$ cat src/rtl/mem_stage.sv
// mem_stage: EXE->WB memory stage, tracks data-SRAM responses and extends loads.
// Optional: define MS_PERF_CNT_EN to add the perf_ld_wait load-wait counter.
module mem_stage #(
  parameter int PAY_W  = 103,
  parameter int DISC_W = 2
) (
  input  logic               clk,
  input  logic               resetn,
  output logic               ms_allowin,
  input  logic               es_to_ms_valid,
  input  logic [PAY_W+75:0]  es_to_ms_bus,
  input  logic               ws_allowin,
  output logic               ms_to_ws_valid,
  output logic [PAY_W+69:0]  ms_to_ws_bus,
  input  logic               data_sram_data_ok,
  input  logic [31:0]        data_sram_rdata,
  input  logic               wb_flush,
  input  logic               es_flush_req,
  output logic [39:0]        ms_fwd_bus
`ifdef MS_PERF_CNT_EN
  ,
  output logic [31:0]        perf_ld_wait
`endif
);

  localparam int CW = DISC_W + 2;

  typedef struct packed {
    logic [PAY_W-1:0] payload;
    logic [2:0]       ld_op;
    logic [1:0]       addr_lo;
    logic             req_issued;
    logic             gr_we;
    logic [4:0]       dest;
    logic [31:0]      alu_result;
    logic [31:0]      pc;
  } es_bus_t;

  typedef enum logic [1:0] {
    IDLE,
    WAIT,
    HOLD
  } state_t;

  es_bus_t           in_bus;
  es_bus_t           ms_r;
  state_t            state;
  state_t            state_n;
  logic              ms_valid;
  logic              ms_ready_go;
  logic              accept;
  logic              leave;
  logic              resp_live;
  logic              is_load;
  logic              pending_load;
  logic [DISC_W-1:0] discard_cnt;
  logic [DISC_W-1:0] discard_n;
  logic [CW-1:0]     cnt_sum;
  logic              inc_wait;
  logic              inc_es;
  logic              dec;
  logic              rdata_buf_v;
  logic [31:0]       rdata_buf;
  logic [31:0]       ld_src;
  logic [7:0]        ld_byte;
  logic [15:0]       ld_half;
  logic [31:0]       ld_val;
  logic [31:0]       final_result;

  assign in_bus = es_to_ms_bus;

  assign resp_live = (state == WAIT)
                  && data_sram_data_ok
                  && (discard_cnt == '0);

  assign ms_ready_go = !ms_r.req_issued
                    || (state == HOLD)
                    || resp_live;

  assign ms_allowin = !ms_valid
                   || (ms_ready_go && ws_allowin);

  assign accept = es_to_ms_valid
               && ms_allowin
               && !wb_flush;

  assign leave = ms_valid
              && ms_ready_go
              && ws_allowin;

  assign ms_to_ws_valid = ms_valid && ms_ready_go;

  // Stage occupancy; flush drops whatever is here or arriving
  always_ff @(posedge clk or negedge resetn) begin
    if (!resetn)
      ms_valid <= 1'b0;
    else if (wb_flush)
      ms_valid <= 1'b0;
    else if (ms_allowin)
      ms_valid <= es_to_ms_valid;
  end

  // Captured EXE bus
  always_ff @(posedge clk or negedge resetn) begin
    if (!resetn)
      ms_r <= '0;
    else if (accept)
      ms_r <= in_bus;
  end

  // Response FSM state and buffered-data flag
  always_ff @(posedge clk or negedge resetn) begin
    if (!resetn) begin
      state       <= IDLE;
      rdata_buf_v <= 1'b0;
    end else begin
      state       <= state_n;
      rdata_buf_v <= (state_n == HOLD);
    end
  end

  // Next state: a leaving or fresh entry restarts the tracking
  always_comb begin
    state_n = state;
    if (wb_flush)
      state_n = IDLE;
    else if (accept)
      state_n = in_bus.req_issued ? WAIT : IDLE;
    else if (leave)
      state_n = IDLE;
    else if (resp_live)
      state_n = HOLD;
  end

  // Hold read data while WB back-pressures
  always_ff @(posedge clk or negedge resetn) begin
    if (!resetn)
      rdata_buf <= '0;
    else if ((state == WAIT) && (state_n == HOLD))
      rdata_buf <= data_sram_rdata;
  end

  assign inc_wait = wb_flush && (state == WAIT) && !resp_live;
  assign inc_es   = wb_flush && es_flush_req;
  assign dec      = data_sram_data_ok && (discard_cnt != '0);

  // Count of stale responses still to be swallowed
  always_comb begin
    cnt_sum = CW'(discard_cnt)
            + CW'(inc_wait)
            + CW'(inc_es)
            - CW'(dec);
    if (cnt_sum > CW'({DISC_W{1'b1}}))
      discard_n = '1;
    else
      discard_n = cnt_sum[DISC_W-1:0];
  end

  // Discard counter register
  always_ff @(posedge clk or negedge resetn) begin
    if (!resetn)
      discard_cnt <= '0;
    else
      discard_cnt <= discard_n;
  end

  assign ld_src  = rdata_buf_v ? rdata_buf : data_sram_rdata;
  assign ld_half = ms_r.addr_lo[1] ? ld_src[31:16] : ld_src[15:0];

  // Byte lane select
  always_comb begin
    ld_byte = ld_src[7:0];
    unique case (ms_r.addr_lo)
      2'd0: ld_byte = ld_src[7:0];
      2'd1: ld_byte = ld_src[15:8];
      2'd2: ld_byte = ld_src[23:16];
      2'd3: ld_byte = ld_src[31:24];
    endcase
  end

  // Load extension; anything else forwards the ALU result
  always_comb begin
    ld_val = ms_r.alu_result;
    unique case (1'b1)
      ms_r.ld_op == 3'd0: ld_val = ld_src;
      ms_r.ld_op == 3'd1: ld_val = {{24{ld_byte[7]}}, ld_byte};
      ms_r.ld_op == 3'd2: ld_val = {24'd0, ld_byte};
      ms_r.ld_op == 3'd3: ld_val = {{16{ld_half[15]}}, ld_half};
      ms_r.ld_op == 3'd4: ld_val = {16'd0, ld_half};
      default:            ld_val = ms_r.alu_result;
    endcase
  end

  assign is_load      = (ms_r.ld_op <= 3'd4);
  assign final_result = ms_valid ? ld_val : 32'd0;

  assign pending_load = ms_valid
                     && ms_r.req_issued
                     && is_load
                     && !ms_ready_go;

  assign ms_to_ws_bus = {ms_r.payload,
                         ms_r.gr_we,
                         ms_r.dest,
                         final_result,
                         ms_r.pc};

  assign ms_fwd_bus = {ms_valid,
                       pending_load,
                       ms_r.gr_we & ms_valid,
                       ms_r.dest,
                       final_result};

`ifdef MS_PERF_CNT_EN
  // Cycles a valid entry spends waiting on its response
  always_ff @(posedge clk or negedge resetn) begin
    if (!resetn)
      perf_ld_wait <= '0;
    else if (ms_valid && (state == WAIT) && !ms_ready_go)
      perf_ld_wait <= perf_ld_wait + 32'd1;
  end
`endif

endmodule

$ cat config.mk
export PLATFORM = sky130hd
export DESIGN_NAME = mem_stage
export DESIGN_NICKNAME = d
export VERILOG_FILES = /design/src/rtl/mem_stage.sv
export SDC_FILE = /design/constraint.sdc
export NUM_CORES = 1
export LEC_CHECK = 0
export BUFFER_PORTS_ARGS = -buffer_cell sky130_fd_sc_hd__clkbuf_2
export CAP_MARGIN = 20
export CORE_AREA = 5 5 166 168
export DETAILED_ROUTE_END_ITERATION = 6
export DIE_AREA = 0 0 171 173
export GPL_ROUTABILITY_DRIVEN = 0
export GPL_TIMING_DRIVEN = 0
export PLACE_DENSITY = 0.73
export SYNTH_ARGS = -nofsm -noshare
export SYNTH_HDL_FRONTEND = slang
export SYNTH_SLANG_ARGS = --single-unit
$ cat constraint.sdc
create_clock -name clk -period 2.8 [get_ports clk]
set_input_delay 0 -clock clk [delete_from_list [all_inputs] [get_ports clk]]
set_output_delay 0 -clock clk [all_outputs]
set_load 0.05 [all_outputs]
Word level (Yosys, flattened, before mapping)

Cells that the tools add are included.

Logic and storage cells: 70
Flip-flop bits (word level): 217
Output and inout port bits: 215
Input bits: 218

Multiplexer cells: 13
Reduce and logical (&&, ||, !) cells: 28
Add/sub/neg operators: 3
Equal/unequal tests: 10
Bitwise operators: 1
Order comparisons: 2

Operator list:

| kind               | number |
|---|---|
| $pmux 32 s5        | 1 |
| $mux 32            | 2 |
| $pmux 8 s4         | 1 |
| $mux 16            | 1 |
| $logic_and 1x1->1  | 15 |
| $mux 2             | 5 |
| $eq 2x2->1 const B | 4 |
| $eq 3x2->1 const B | 2 |
| $logic_not 1->1    | 5 |
| $add 3x1->4        | 1 |
| $eq 2x1->1 const B | 2 |
| $gt 4x2->1 const B | 1 |
| $logic_not 2->1    | 2 |
| $reduce_bool 2->1  | 2 |
| $sub 4x1->4        | 1 |
| $add 2x1->3        | 1 |
| $eq 3x1->1 const B | 1 |
| $eq 3x3->1 const B | 1 |
| $le 3x3->1 const B | 1 |
| $logic_not 3->1    | 1 |
| $logic_or 1x1->1   | 3 |
| $mux 1             | 3 |
| $and 1x1->1        | 1 |

Depth between registers and ports, before layout

Gate-level depths: netlist (run 1).

Depth in word-level cells: 12
Depth in mapped cells: 9
Gate-level depth less buffers: 9

Worst setup path before layout (run 1)

Ideal clock, no wire load.

Path type: register to output
Start: register ms_r[73] (netlist name)
End: output port ms_to_ws_bus[37]
Path buffers: 2
Path slack: -0.042 ns
Arrival time: 2.842 ns
Stages on the path, launching flop included: 7
Required time: 2.800 ns
Cells stage by stage: dfrtp_1 clkbuf_1 or3b_2 a21boi_0 a22oi_1 a31oi_1 buf_4

Cells in the longest elaborated chain, start to end: 3
Elaborated cells between the ends (all ways): 7
Classes of those cells: 4 x eq/ne; 2 x mux; 1 x reduce/logical

RTL lines:

| item                                     | line | text |
|---|---|---|
| start: declaration                       | 46   | `es_bus_t ms_r;` |
| start signal: assignment                 | 108  | `ms_r <= in_bus;` |
| $eq 3x3->1, or another cell as far along | 189  | `ms_r.ld_op == 3'd4: ld_val = {16'd0, ld_half};` |
| $pmux 32 s5 (*)                          | 184  | `unique case (1'b1)` |
| $mux 32 (*)                              | 195  | `assign final_result = ms_valid ? ld_val : 32'd0;` |
| end: declaration                         | 14   | `output logic [PAY_W+69:0] ms_to_ws_bus,` |

Mark *: on every way between the ends. The rest lies on a longest branch, timed or not.

Final worst setup path (run 1)

Same ends and word-level chain as after synthesis.

==> metrics.md, run 1 <==
| Metric | Value |
|---|---|
| Status | finished clean |
| Most heavily used metal layer in global routing | met2 |
| Die span in y | 173 um |
| Die footprint | 0.0296 sq mm |
| Global routing met2 resource utilization | 47.5% |
| Post-route ant nets | 0 |
| Period utilization | 98.4% |
| Type of element capturing the critical path | output port |
| Vias per std cell | 5.03 |
| Max Clock Freq | 363 MHz |
| Wire length of the first global-routing pass | 61.9 mm |
| Num Clock Sinks | 217 |
| Number of cell rows | 59 |
| Register bit total from synthesis | 217 |
| Clock tree from TritonCTS | done |
| Leakage power | 8.66 nW |
| Register cell area after layout | 0.00543 sq mm |
| Most prevalent standard cell on the critical path | clkbuf_2 |
| Worst-path cell chain | clkbuf_2 > or3b_2 > a21boi_4 > a22oi_1 > a31oi_2 > buf_4 > clkbuf_2 |
| Worst-Skew Late Latency | 0.53 ns |
| Slowest-stage cell, CP | or3b_2 |
| Post-route design area | 0.0176 sq mm |
| Die X-Extent | 171 um |
| Synthesized Nets | 1,176 |
| RSZ-0062 raised after global routing | yes |
| Total cell area at the placement stage | 0.0140 sq mm |
| Met1 capacity usage during global routing | 29.6% |
| Most common cell after layout, fill and taps aside | clkbuf_2 |
| Number of global-route vias before repair | 11,100 |
| Endpoints failing setup | 0 |
| Number of detailed-routing iterations run before antenna repair | 6 |
| Number of nets in the finished design | 1,869 |
| Total power draw | 13.4 mW |
| Number of distinct standard cells referenced by the synthesized netlist | 50 |
| Post-route DRC | 0 |
| Biggest cell delay along the critical path | 0.56 ns |
| Effective utilization at floorplan | 44.0% |
| Ports placed on the boundary | 433 |
| Most used cells in the layout excluding fill and tap cells | clkbuf_2 (413), dlygate4sd3_1 (225), dfrtp_1 (217), buf_4 (196), mux2_2 (119) |
| Synthesis Warnings | 0 |
| CP max FO | 10 |
| Hold Slack | 0.0347 ns |
| Proportion of synthesized flip-flops having asynchronous set or reset | 100% |
| Starting DRC count in detailed routing | 652 |
| Required time at the endpoint of the critical path | 2.80 ns |
| Clock Tree Root | clkbuf_16 |
| Global routing usage on met3 | 6.19% |
| Min Clock Period, post-route | 2.76 ns |
| Detail-routed net length per standard cell | 20.2 um |
| Core area | 0.0258 sq mm |
| Count of buffers from port buffering | 432 |
| Area occupied by multi-input gates | 0.00438 sq mm |
| # Max-Cap Violations | 0 |
| Rel. slew slack | 48.4% |
| Kind of cell adding the most delay to the critical path | compound AO/OA/AOI/OAI gates |
| Power per unit of standard cell area | 761 mW/mm^2 |
| Number of buffers and inverters on the critical path | 3 |
| Placed wire-length estimate | 26.8 mm |
| Final count of hold timing violations | 0 |
| Area of the mapped netlist | 0.0113 sq mm |
| Worst hold path class | input pin to asynchronous set/reset pin |
| Detailed-route wire length | 40.5 mm |
| Synth-to-layout area growth | 55.1% |
| H-Tree Level Count | 1 |
| FILL cells | 1,786 |
| Share of layout cells above drive strength 1 | 52.1% |
| Crit start category | flop |
| Fin util | 68.2% |
| Number of flops mapped to enable cells by yosys | 0 |
| Arrival time of the worst setup path | 2.76 ns |
| Startpoint-to-endpoint class of the critical path | flop to output port |
| Number of buffers added by the clock tree synthesis step | 25 |
| CTS clk-pin slew, worst paths | 0.07 ns |
| Vias | 10,100 |
| Syn_area_per_cell | 11.9 sq um |
| Number of antenna violations at the first check in global routing | 8 |
| Clock Skew | 0.0185 ns |
| Highest ir drop seen on vdd | 0.546 mV |
| Number of max-slew violations in the final report | 0 |
| Commonest register cell after synthesis | dfrtp_1 |
| Total global routing overflow | 0 |
| Worst slack at placement | 0.213 ns |
| Number of instances in the synthesized netlist | 954 |
| Overall routing resource usage | 26.2% |
| Final WS setup | 0.0442 ns |
| Pin count of the biggest net entering global routing | 82 |
| Transition time at the pin with the least slew margin | 0.773 ns |
| Max Buffers Root-to-Sink | 3 |
| Portion of the post-synthesis area used by sequential elements | 47.9% |
-- worst paths after layout --
path / startpoint / end / slack [ns] / cells past startpoint
setup / recovery: ms_r[73] / ms_to_ws_bus[37] / 0.04 / 7
hold / removal: resetn / ms_to_ws_bus[83] / 0.03 / 2
setup reg to reg: state[0] / ms_valid / 0.18 / 7
hold reg to reg: ms_r[38] / ms_r[38] / 0.48 / 1
max in group asynchronous: resetn / ms_to_ws_bus[112] / 1.58 / 4
min in group clk: data_sram_data_ok / discard_cnt[0] / 0.09 / 5
-- registers in the layout, summed over array words and instances, names as in the netlist --
register / flops
discard_cnt: 2
rdata_buf_v: 1
state: 2
ms_r: 38
ms_valid: 1
ms_fwd_bus: 5
ms_to_ws_bus: 136
rdata_buf: 32
-- per-layer routing --
layer  up-vias  part of all wire [%]
met1      4972                    36
met4         6                   4.0
met2       462                    52
li1       4523                     -
met3       122                   8.0
met5         -                 0.069
-- worst reg2reg max path, cell delays in order (launching register included) --
cell and delay (ns):
dfrtp_1 0.41, nor2b_1 0.18, a211o_1 0.37, a21boi_4 0.30, nor2_1 0.08, dlygate4sd3_1 0.57
nor2_1 0.10, dlygate4sd3_1 0.55
-- report_power, final --
part	switching, mW	internal [mW]
Sequential	0.366	3.70
Combinational	3.63	2.10
Clock	1.38	2.20
-- logic make-up after synthesis --
kind of cell	after synthesis	synth area share, %
muxes	247	24.6
buffers and inverters	246	14.8
DFF	217	47.9
and+or+nand+nor	137	5.84
AOI/OAI and AO/OA	101	6.03
adders and majority gates	5	0.662
xor gates and xnor gates	1	0.0773
-- cell type report --
| cell class | instances | area share, % |
|---|---|---|
| Antenna cell | 6 | 0.0854 |
| Tap cell | 335 | 2.38 |
| Sequential cell | 217 | 30.9 |
| Buffer | 223 | 9.33 |
| Timing Repair Buffer | 668 | 26.9 |
| Multi-Input combinational cell | 491 | 24.9 |
| Inverter | 21 | 0.448 |
| Clock buffer | 31 | 3.91 |
| Clock inverter | 14 | 1.17 |
-- repair_timing --
| item | 4_1_cts | 5_1_grt |
|---|---|---|
| pin swaps | 3 | 8 |
| endpoints found under the setup margin | 64 | 50 |
| resized for setup | 42 | 87 |
| hold endpoints to repair | 326 | 0 |
| buffers inserted | 6 | 3 |
| hold buffers | 225 | 0 |
-- stage by stage --
stage,std cells,TNS (ns)
3_3_place_gp,1721,-593.79
4_1_cts,1998,-0.00140
5_1_grt,2006,-0.360
6_report,2006,0
2_1_floorplan,954,0
3_5_place_dp,1723,0
-- cell usage after synthesis, types with 2 or more instances --
cell	number	area (sq um)
nand4_1	2	12.5
o21a_1	2	15.0
a211oi_1	3	22.5
a31oi_1	2	12.5
a21oi_1	28	140
ha_1	2	25.0
buf_2	10	50.1
and3_1	8	50.1
nand2b_1	8	50.1
buf_1	3	11.3
nor2_1	7	26.3
a222oi_1	5	50.1
or3b_2	2	17.5
fa_1	2	40.0
o211ai_1	7	52.6
clkbuf_1	17	63.8
a21o_1	2	15.0
mux2_2	120	1350
inv_1	21	78.8
o221ai_1	14	123
or2_2	7	43.8
buf_4	191	1430
buf_6	4	45.0
mux2_1	107	1200
o2111a_1	2	22.5
o22ai_1	3	18.8
nand3b_1	2	15.0
o21ai_0	24	120
nand2_1	71	267
dfrtp_1	217	5430
and2_1	5	31.3
mux2i_1	17	170
nor2b_1	11	68.8
nand3_1	10	50.1
mux4_2	3	67.6
(Power assumes the default switching activity.)
==> run 2: changes to the inputs <==
Settings changed: CORE_AREA 5 5 166 168 to 5 5 165 167, CTS_BUF_LIST from default to sky130_fd_sc_hd__clkbuf_2, DIE_AREA 0 0 171 173 to 0 0 170 172, PLACE_DENSITY 0.73 to 0.74.
==> run 2 against run 1 <==
Net effect: the flow now stops in clock tree synthesis (4_1_cts); area after synthesis stayed put; synthesized cell count stayed put.
==> metrics.md, run 2 <==
| Metric | Value |
|---|---|
| Number of cell rows | 59 (unchanged) |
| Setup repair bufs after CTS | 11 (+5) |
| Stage at which the flow ended | clock tree synthesis (4_1_cts) |
| Number of buffers added by the clock tree synthesis step | 58 (+130%) |
| Ports placed on the boundary | 433 (unchanged) |
| Portion of the post-synthesis area used by sequential elements | 47.9% (unchanged) |
| Effective utilization at floorplan | 44.3% (+0.25 points) |
| Die X-Extent | 170 um (-0.58%) |
| Quantity of hold-fixing buffers added after cts | 369 (+64%) |
| Number of flops mapped to enable cells by yosys | 0 (unchanged) |
| Die span in y | 172 um (-0.58%) |
| Number of instances in the synthesized netlist | 954 (unchanged) |
| Clock Tree Root | clkbuf_2 |
| Leading cell type by number of instances after synthesis | dfrtp_1 |
| Number of distinct standard cells referenced by the synthesized netlist | 50 (unchanged) |
| Area of the mapped netlist | 0.0113 sq mm (unchanged) |
| Synth top area share | 47.9% (unchanged) |
| Synthesized Nets | 1,176 (unchanged) |
| Placed wire-length estimate | 26.7 mm (-0.16%) |
| Register bit total from synthesis | 217 (unchanged) |
| Post-cts repair resize count | 280 (+570%) |
| Count of buffers from port buffering | 432 (unchanged) |
| Cell types with the highest counts after synthesis | dfrtp_1 (217), buf_4 (191), mux2_2 (120) |
| Max Buffers Root-to-Sink | 3 (unchanged) |
| Cell type contributing the most total cell area after synthesis | dfrtp_1 |
| Dominant cells by area after synthesis | dfrtp_1 (48%), buf_4 (13%), mux2_2 (12%), mux2_1 (11%), nand2_1 (2.4%) |
| Tool error | [ERROR RSZ-0060] Max buffer count reached. |
| Total cell area at the placement stage | 0.0140 sq mm (unchanged) |
| Proportion of synthesized flip-flops having asynchronous set or reset | 100% (unchanged) |
| Commonest register cell after synthesis | dfrtp_1 |
| Syn_area_per_cell | 11.9 sq um (unchanged) |
| H-Tree Level Count | 2 (+1) |
| Status | did not finish |
| Synthesis Warnings | 0 (unchanged) |
| Num Clock Sinks | 217 (unchanged) |
[run 2: kinds of logic after synthesis]
family                   share of synthesized area [%]
XOR/XNOR                                        0.0773
AO/OA/AOI/OAI                                     6.03
adder cells (fa/ha/maj)                          0.662
buffers and inverters                             14.8
AND/OR/NAND/NOR                                   5.84
multiplexers                                      24.6
flip-flops                                        47.9
[run 2: per-stage QoR]
| stage | TNS, ns | hold WS (ns) | setup WS, ns | cells |
|---|---|---|---|---|
| after floorplan | 0 | -0.296 | 0.216 | 954 |
| after global placement | -583.07 | 0.217 | -2.71 | 1721 |
| after detailed placement | 0 | -0.0367 | 0.209 | 1723 |
==> run 3: changes to the inputs <==
Settings changed: CORE_AREA 5 5 165 167 to default, CORE_MARGIN from default to 5, CORE_UTILIZATION from default to 40, CTS_BUF_LIST sky130_fd_sc_hd__clkbuf_2 to default, DIE_AREA 0 0 170 172 to default, PLACE_DENSITY 0.74 to default, PLACE_DENSITY_LB_ADDON from default to 0.15.
==> run 3 against run 2 <==
Net effect: the flow now finishes without violations.
==> metrics.md, run 3 (synthesis gave the netlist of run 1 again) <==
| Metric | Value |
|---|---|
| Source of the worst register-to-register timing path | discard_cnt[1] |
| Flip-flop count of the largest register after layout | 136 |
| Post-route setup TNS | 0 ns |
| Placed wire-length estimate | 27.4 mm (+2.6%) |
| Most prevalent standard cell on the critical path | buf_6 |
| Ports placed on the boundary | 433 (unchanged) |
| Pin count of the biggest net entering global routing | 93 |
| Setup slack of the most critical reg-to-reg path | 0.28 ns |
| Wire length of the first global-routing pass | 56.5 mm |
| Number of cell rows | 61 (+3.4%) |
| H-Tree Level Count | 1 (-1) |
| Arrival time of the worst setup path | 2.78 ns |
| Detailed-route wire length | 37.2 mm |
| Area occupied by multi-input gates | 0.00438 sq mm |
| Most common cell after layout, fill and taps aside | clkbuf_2 |
| Effective utilization at floorplan | 40.7% (-3.6 points) |
| Detail-routed net length per standard cell | 18.2 um |
| Worst-Skew Late Latency | 0.54 ns |
| Crit start category | flop |
| Synth-to-layout area growth | 53.8% |
| Total global routing overflow | 0 |
| Register cell area after layout | 0.00543 sq mm |
| Number of max-slew violations in the final report | 0 |
| Min Clock Period, post-route | 2.78 ns |
| Placed cells | 1,766 (+2.5%) |
| Clock Tree Root | clkbuf_16 |
| Number of nets in the finished design | 1,861 |
| Biggest cell delay along the critical path | 0.55 ns |
| Most used cells in the layout excluding fill and tap cells | clkbuf_2 (411), dlygate4sd3_1 (221), dfrtp_1 (217), buf_4 (196), mux2_2 (119) |
| Period utilization | 99.2% |
| CTS clk-pin slew, worst paths | 0.06 ns |
| Starting DRC count in detailed routing | 444 |
| Post-route ant nets | 0 |
| Highest ir drop seen on vdd | 0.655 mV |
| Max Clock Freq | 360 MHz |
| Number of antenna violations at the first check in global routing | 7 |
| Startpoint-to-endpoint class of the critical path | flop to output port |
| Number of detailed-routing iterations run before antenna repair | 5 |
| Post-route design area | 0.0174 sq mm |
| Final count of hold timing violations | 0 |
| R2r endpoint | ms_to_ws_bus[73] |
| Clock Skew | 0.0105 ns |
| Die footprint | 0.0318 sq mm |
| Endpoints failing setup | 0 |
| Total power draw | 12.8 mW |
| RSZ-0062 raised after global routing | yes |
| Post-route DRC | 0 |
| Count of cells along the worst register-to-register path | 7 |
| Hold Slack | 0.0652 ns |
| Leakage power | 8.55 nW |
| # Max-Cap Violations | 0 |
| Core area | 0.0279 sq mm |
| Type of element capturing the critical path | output port |
| Number of global-route vias before repair | 10,300 |
| Rel. slew slack | 43.4% |
| Kind of cell adding the most delay to the critical path | multiplexers |
| CP max FO | 8 |
| Share of layout cells above drive strength 1 | 51.5% |
| FILL cells | 2,202 |
| Required time at the endpoint of the critical path | 2.80 ns |
| Power per unit of standard cell area | 732 mW/mm^2 |
| Die span in y | 178 um (+3.7%) |
| Num Clock Sinks | 217 (unchanged) |
| Max Buffers Root-to-Sink | 3 (unchanged) |
| Count of buffers from port buffering | 432 (unchanged) |
| Worst hold path class | input pin to asynchronous set/reset pin |
| Vias | 9,554 |
| Clock tree from TritonCTS | done |
| Slowest-stage cell, CP | mux4_2 |
| Number of buffers and inverters on the critical path | 5 |
| Number of buffers added by the clock tree synthesis step | 26 (-55%) |
| Worst-path cell chain | buf_6 > mux4_2 > mux2_4 > a21oi_4 > buf_6 > buf_12 > a21oi_2 > buf_4 > buf_8 |
| Total cell area at the placement stage | 0.0141 sq mm (+0.38%) |
| Overall routing resource usage | 22.6% |
| Die X-Extent | 178 um (+4.9%) |
| Vias per std cell | 4.69 |
| Status | finished clean |
| Transition time at the pin with the least slew margin | 0.849 ns |
| Number of cells in the finished layout apart from fillers | 2,038 |
-- run 3: how the worst max path moves through the flow --
stage | start | endpoint | slack, ns | cells past startpoint
finish | rdata_buf_v | ms_to_ws_bus[51] | 0.02 | 9
floorplan | rdata_buf_v | ms_to_ws_bus[46] | 0.22 | 8
global placement | resetn | ms_to_ws_bus[119] | -2.95 | 1
global route | rdata_buf_v | ms_to_ws_bus[59] | -0.07 | 8
detailed placement | ms_r[73] | ms_to_ws_bus[37] | 0.24 | 7
CTS | rdata_buf_v | ms_to_ws_bus[50] | -0.003 | 9
-- run 3: cell type report --
cell class | instances | share of cell area [%]
repair buffers | 660 | 26.6
well taps | 378 | 2.71
plain buffers | 222 | 9.32
inverters | 21 | 0.452
clock inverters | 6 | 0.330
multi-input cells | 491 | 25.1
diodes | 7 | 0.100
flip-flops and latches | 217 | 31.2
clock buffers | 36 | 4.18
-- run 3: per-layer routing --
metal / wire (um) / vias up / track usage, %
li1: - / 4513 / -
met1: 14400 / 4667 / 26.7
met2: 19300 / 317 / 41.3
met3: 2500 / 55 / 4.96
met4: 968 / 2 / 6.20
met5: 7 / - / 0
-- run 3: report_power, final --
| part | switching, mW | internal [mW] | total, mW |
|---|---|---|---|
| sequential | 0.327 | 3.71 | 4.03 |
| combinational | 3.54 | 2.07 | 5.60 |
| clock | 1.32 | 1.81 | 3.13 |
-- run 3: metrics by stage --
stage | setup WS (ns) | utilization (%)
final | 0.0211 | 62.6
after global routing | -0.0739 | 62.6
after CTS | -0.00286 | 61.9
after detailed placement | 0.236 | 50.5
after global placement | -2.95 | 50.2
after floorplan | 0.216 | -
-- run 3: repair_timing --
action,4_1_cts,5_1_grt
resized for setup,37,86
setup endpoints to repair,58,50
setup buffers,3,1
hold buffers,222,0
endpoints found under the hold margin,434,0
pin swaps,1,4
gates cloned,0,0
-- run 3: worst register-to-register path: stages, from the launching register on --
cell      delay (ns)
dfrtp_1         0.43
nor3b_1         0.39
a211o_1         0.31
a21boi_4        0.13
nor2_4          0.31
buf_6           0.22
buf_4           0.22
mux2_1          0.37
==> run 4: changes to the inputs <==
Settings changed: CORE_UTILIZATION 40 to 36, PLACE_DENSITY_LB_ADDON 0.15 to 0.1.
==> run 4 against run 3 <==
Net effect: flip-flop and latch count unchanged; worst setup slack better by 0.058 ns; via count up 0.31%; sequential power about the same; highest routed layer is now met4; power up 3.6%.
==> metrics.md, run 4 (synthesis gave the netlist of run 1 again) <==
| Metric | Value |
|---|---|
| Clock Skew | 0.00694 ns (-0.00353 ns) |
| Critical hold path startpoint | data_sram_data_ok |
| Total global routing overflow | 0 (unchanged) |
| Core area | 0.0313 sq mm (+12%) |
| Vias | 9,584 (+0.31%) |
| Wire length of the first global-routing pass | 59.0 mm (+4.4%) |
| H-Tree Level Count | 1 (unchanged) |
| Slowest-stage cell, CP | mux4_2 |
| Number of buffers added by the clock tree synthesis step | 27 (+3.8%) |
| Num Clock Sinks | 217 (unchanged) |
| Sequential Power Share | 30.4% (-1.2 points) |
| Synth-to-layout area growth | 55.6% |
| Biggest cell delay along the critical path | 0.52 ns (-0.03 ns) |
| Routed wl met2 | 19.3 mm (about the same) |
| Clock tree from TritonCTS | done |
| Placed wire-length estimate | 28.1 mm (+2.3%) |
| Source of the worst register-to-register timing path | discard_cnt[1] |
| Ports placed on the boundary | 433 (unchanged) |
| Portion of total power attributed to the clock network | 27.2% (+2.7 points) |
| Required time at the endpoint of the critical path | 2.80 ns (about the same) |
| Status | finished clean |
| CTS clk-pin slew, worst paths | 0.06 ns (about the same) |
| Switching share of power | 39.4% (-1.2 points) |
| Rel. slew slack | 41.9% (-1.5 points) |
| Total power draw | 13.2 mW (+3.6%) |
| Number of detailed-routing iterations run before antenna repair | 5 (unchanged) |
| Met1 Wirelength | 14.6 mm (+1.0%) |
| Detail-routed net length per standard cell | 18.1 um (-0.84%) |
| Worst-Skew Late Latency | 0.53 ns (about the same) |
| Number of cell rows | 65 (+6.6%) |
| CP max FO | 6 (-2) |
| Pin count of the biggest net entering global routing | 105 (+13%) |
| Transition time at the pin with the least slew margin | 0.872 ns (+0.0227 ns) |
| Die X-Extent | 187 um (+5.1%) |
| Number of max-slew violations in the final report | 0 (unchanged) |
| Net switching power | 5.22 mW (+0.49%) |
| Worst hold path class | input pin to flop |
| Max Buffers Root-to-Sink | 3 (unchanged) |
| Max Clock Freq | 368 MHz (+2.1%) |
| Combinational share of power | 42.3% (-1.6 points) |
| Die footprint | 0.0351 sq mm (+10%) |
| Final count of hold timing violations | 0 (unchanged) |
| Vias per std cell | 4.64 (-0.95%) |
| Post-route ant nets | 0 (unchanged) |
| Endpoint, Worst Hold | discard_cnt[0] |
| Count of buffers from port buffering | 432 (unchanged) |
| Startpoint-to-endpoint class of the critical path | flop to output port |
| Post-route setup TNS | 0 ns (unchanged) |
| Clock Tree Root | clkbuf_16 |
| Leakage power | 8.64 nW (+1.1%) |
| Crit start category | flop |
| RSZ-0062 raised after global routing | yes |
| Share of layout cells above drive strength 1 | 52.1% (+0.63 points) |
| Overall routing resource usage | 20.8% (-1.8 points) |
| Count of cells along the worst register-to-register path | 7 (unchanged) |
| Period utilization | 97.2% (-2.1 points) |
| R2r endpoint | ms_valid |
| Total cell area at the placement stage | 0.0141 sq mm (+0.21%) |
| Effective utilization at floorplan | 36.2% (-4.5 points) |
| Number of global-route vias before repair | 10,400 (+0.61%) |
| Post-route DRC | 0 (unchanged) |
| Final WS setup | 0.0795 ns (+0.0584 ns) |
| Worst slack at placement | 0.111 ns (-0.126 ns) |
| Arrival time of the worst setup path | 2.72 ns (-0.06 ns) |
| Number of antenna violations at the first check in global routing | 4 (-3) |
| Setup slack of the most critical reg-to-reg path | 0.21 ns (-0.07 ns) |
| Starting DRC count in detailed routing | 330 (-26%) |
| Highest signal layer in the routed design | met4 |
| Type of element capturing the critical path | output port |
| Number of nets in the finished design | 1,863 (+0.11%) |
| Detail Route met3 WL | 2.88 mm (+15%) |
| Worst-path cell chain | buf_8 > mux4_2 > mux2_4 > a21oi_4 > buf_12 > o21ai_1 > and3_4 > buf_4 > clkbuf_8 |
| Detailed-route wire length | 37.3 mm (+0.42%) |
| Endpoints failing setup | 0 (unchanged) |
| # Max-Cap Violations | 0 (unchanged) |
| Power per unit of standard cell area | 750 mW/mm^2 (+2.4%) |
| Highest ir drop seen on vdd | 0.566 mV (-14%) |
| Die span in y | 187 um (+5.1%) |
| Min Clock Period, post-route | 2.72 ns (-0.0584 ns) |
| Most common cell after layout, fill and taps aside | clkbuf_2 |
| Most used cells in the layout excluding fill and tap cells | clkbuf_2 (410), dlygate4sd3_1 (223), dfrtp_1 (217), buf_4 (201), mux2_2 (118) |
| Hold path depth | 5 |
| Internal Dissipation | 8.02 mW (+5.8%) |
| Post-route design area | 0.0176 sq mm (+1.2%) |
| Flip-flop count of the largest register after layout | 136 (unchanged) |
==> run 4: changes by cell type in the layout (fill, tap and decap cells not counted), sizes merged <==
cell / previous run / this run
clkbuf: 459 / 464
clkinv: 5 / 4
diode: 7 / 4
buf: 238 / 233
dlygate4sd3: 221 / 223
bufinv: 0 / 3
inv: 21 / 22
==> run 4: area by class of cell <==
class	count	area [sq um]
diodes	4	10.0
well taps	402	503
fillers	2765	13700
plain buffers	220	1610
inverters	21	78.8
flip-flops and latches	217	5430
repair buffers	663	4700
multi-input cells	491	4380
clock inverters	9	126
clock buffers	37	793
==> run 4: worst max-delay path by stage <==
stage / startpoint / endpoint / slack, ns
global placement: resetn / ms_to_ws_bus[113] / -3.05
detailed placement: ms_r[74] / ms_to_ws_bus[48] / 0.11
global route: rdata_buf_v / ms_to_ws_bus[59] / -0.03
CTS: rdata_buf_v / ms_to_ws_bus[48] / 0.0002
finish: rdata_buf_v / ms_to_ws_bus[59] / 0.08
floorplan: rdata_buf_v / ms_to_ws_bus[46] / 0.22
==> run 4: layer usage <==
layer | track usage, % | vias up
li1 | - | 4514
met1 | 25.1 | 4681
met2 | 37.4 | 333
met3 | 5.66 | 56
met4 | 4.55 | 0
met5 | 0 | -
==> run 4: worst max-delay path: cells and delay by family (launching register included) <==
family | cells | cell delay [ns]
muxes | 2 | 0.82
buffers and inverters | 4 | 0.57
DFF | 1 | 0.36
AOI/OAI and AO/OA | 2 | 0.25
and+or+nand+nor | 1 | 0.20
==> run 4: power groups by stage <==
| stage | clock network [mW] | registers [mW] | logic (mW) |
|---|---|---|---|
| 2_1_floorplan | 0 | 3.96 | 4.03 |
| 3_3_place_gp | 0 | 4.06 | 5.12 |
| 5_1_grt | 3.86 | 4.10 | 5.93 |
| 6_report | 3.60 | 4.03 | 5.60 |
| 4_1_cts | 3.72 | 4.03 | 5.54 |
| 3_5_place_dp | 0 | 4.08 | 5.17 |
==> run 4: repair_timing <==
item                                    CTS  global route
pin swaps                                 5             2
endpoints found under the hold margin   330             0
gates resized for setup                  41            85
hold buffers                            224             0
endpoints found under the setup margin   60            42
buffers inserted                          5             0
==> run 4: stage by stage <==
step | hold WS (ns) | cells | util (%)
global route | 0.123 | 2063 | 56.3
finish | 0.114 | 2064 | 56.3
detailed placement | -0.0427 | 1790 | 45.0
CTS | 0.0879 | 2061 | 55.7
floorplan | -0.296 | 954 | -
global placement | 0.217 | 1788 | 44.8
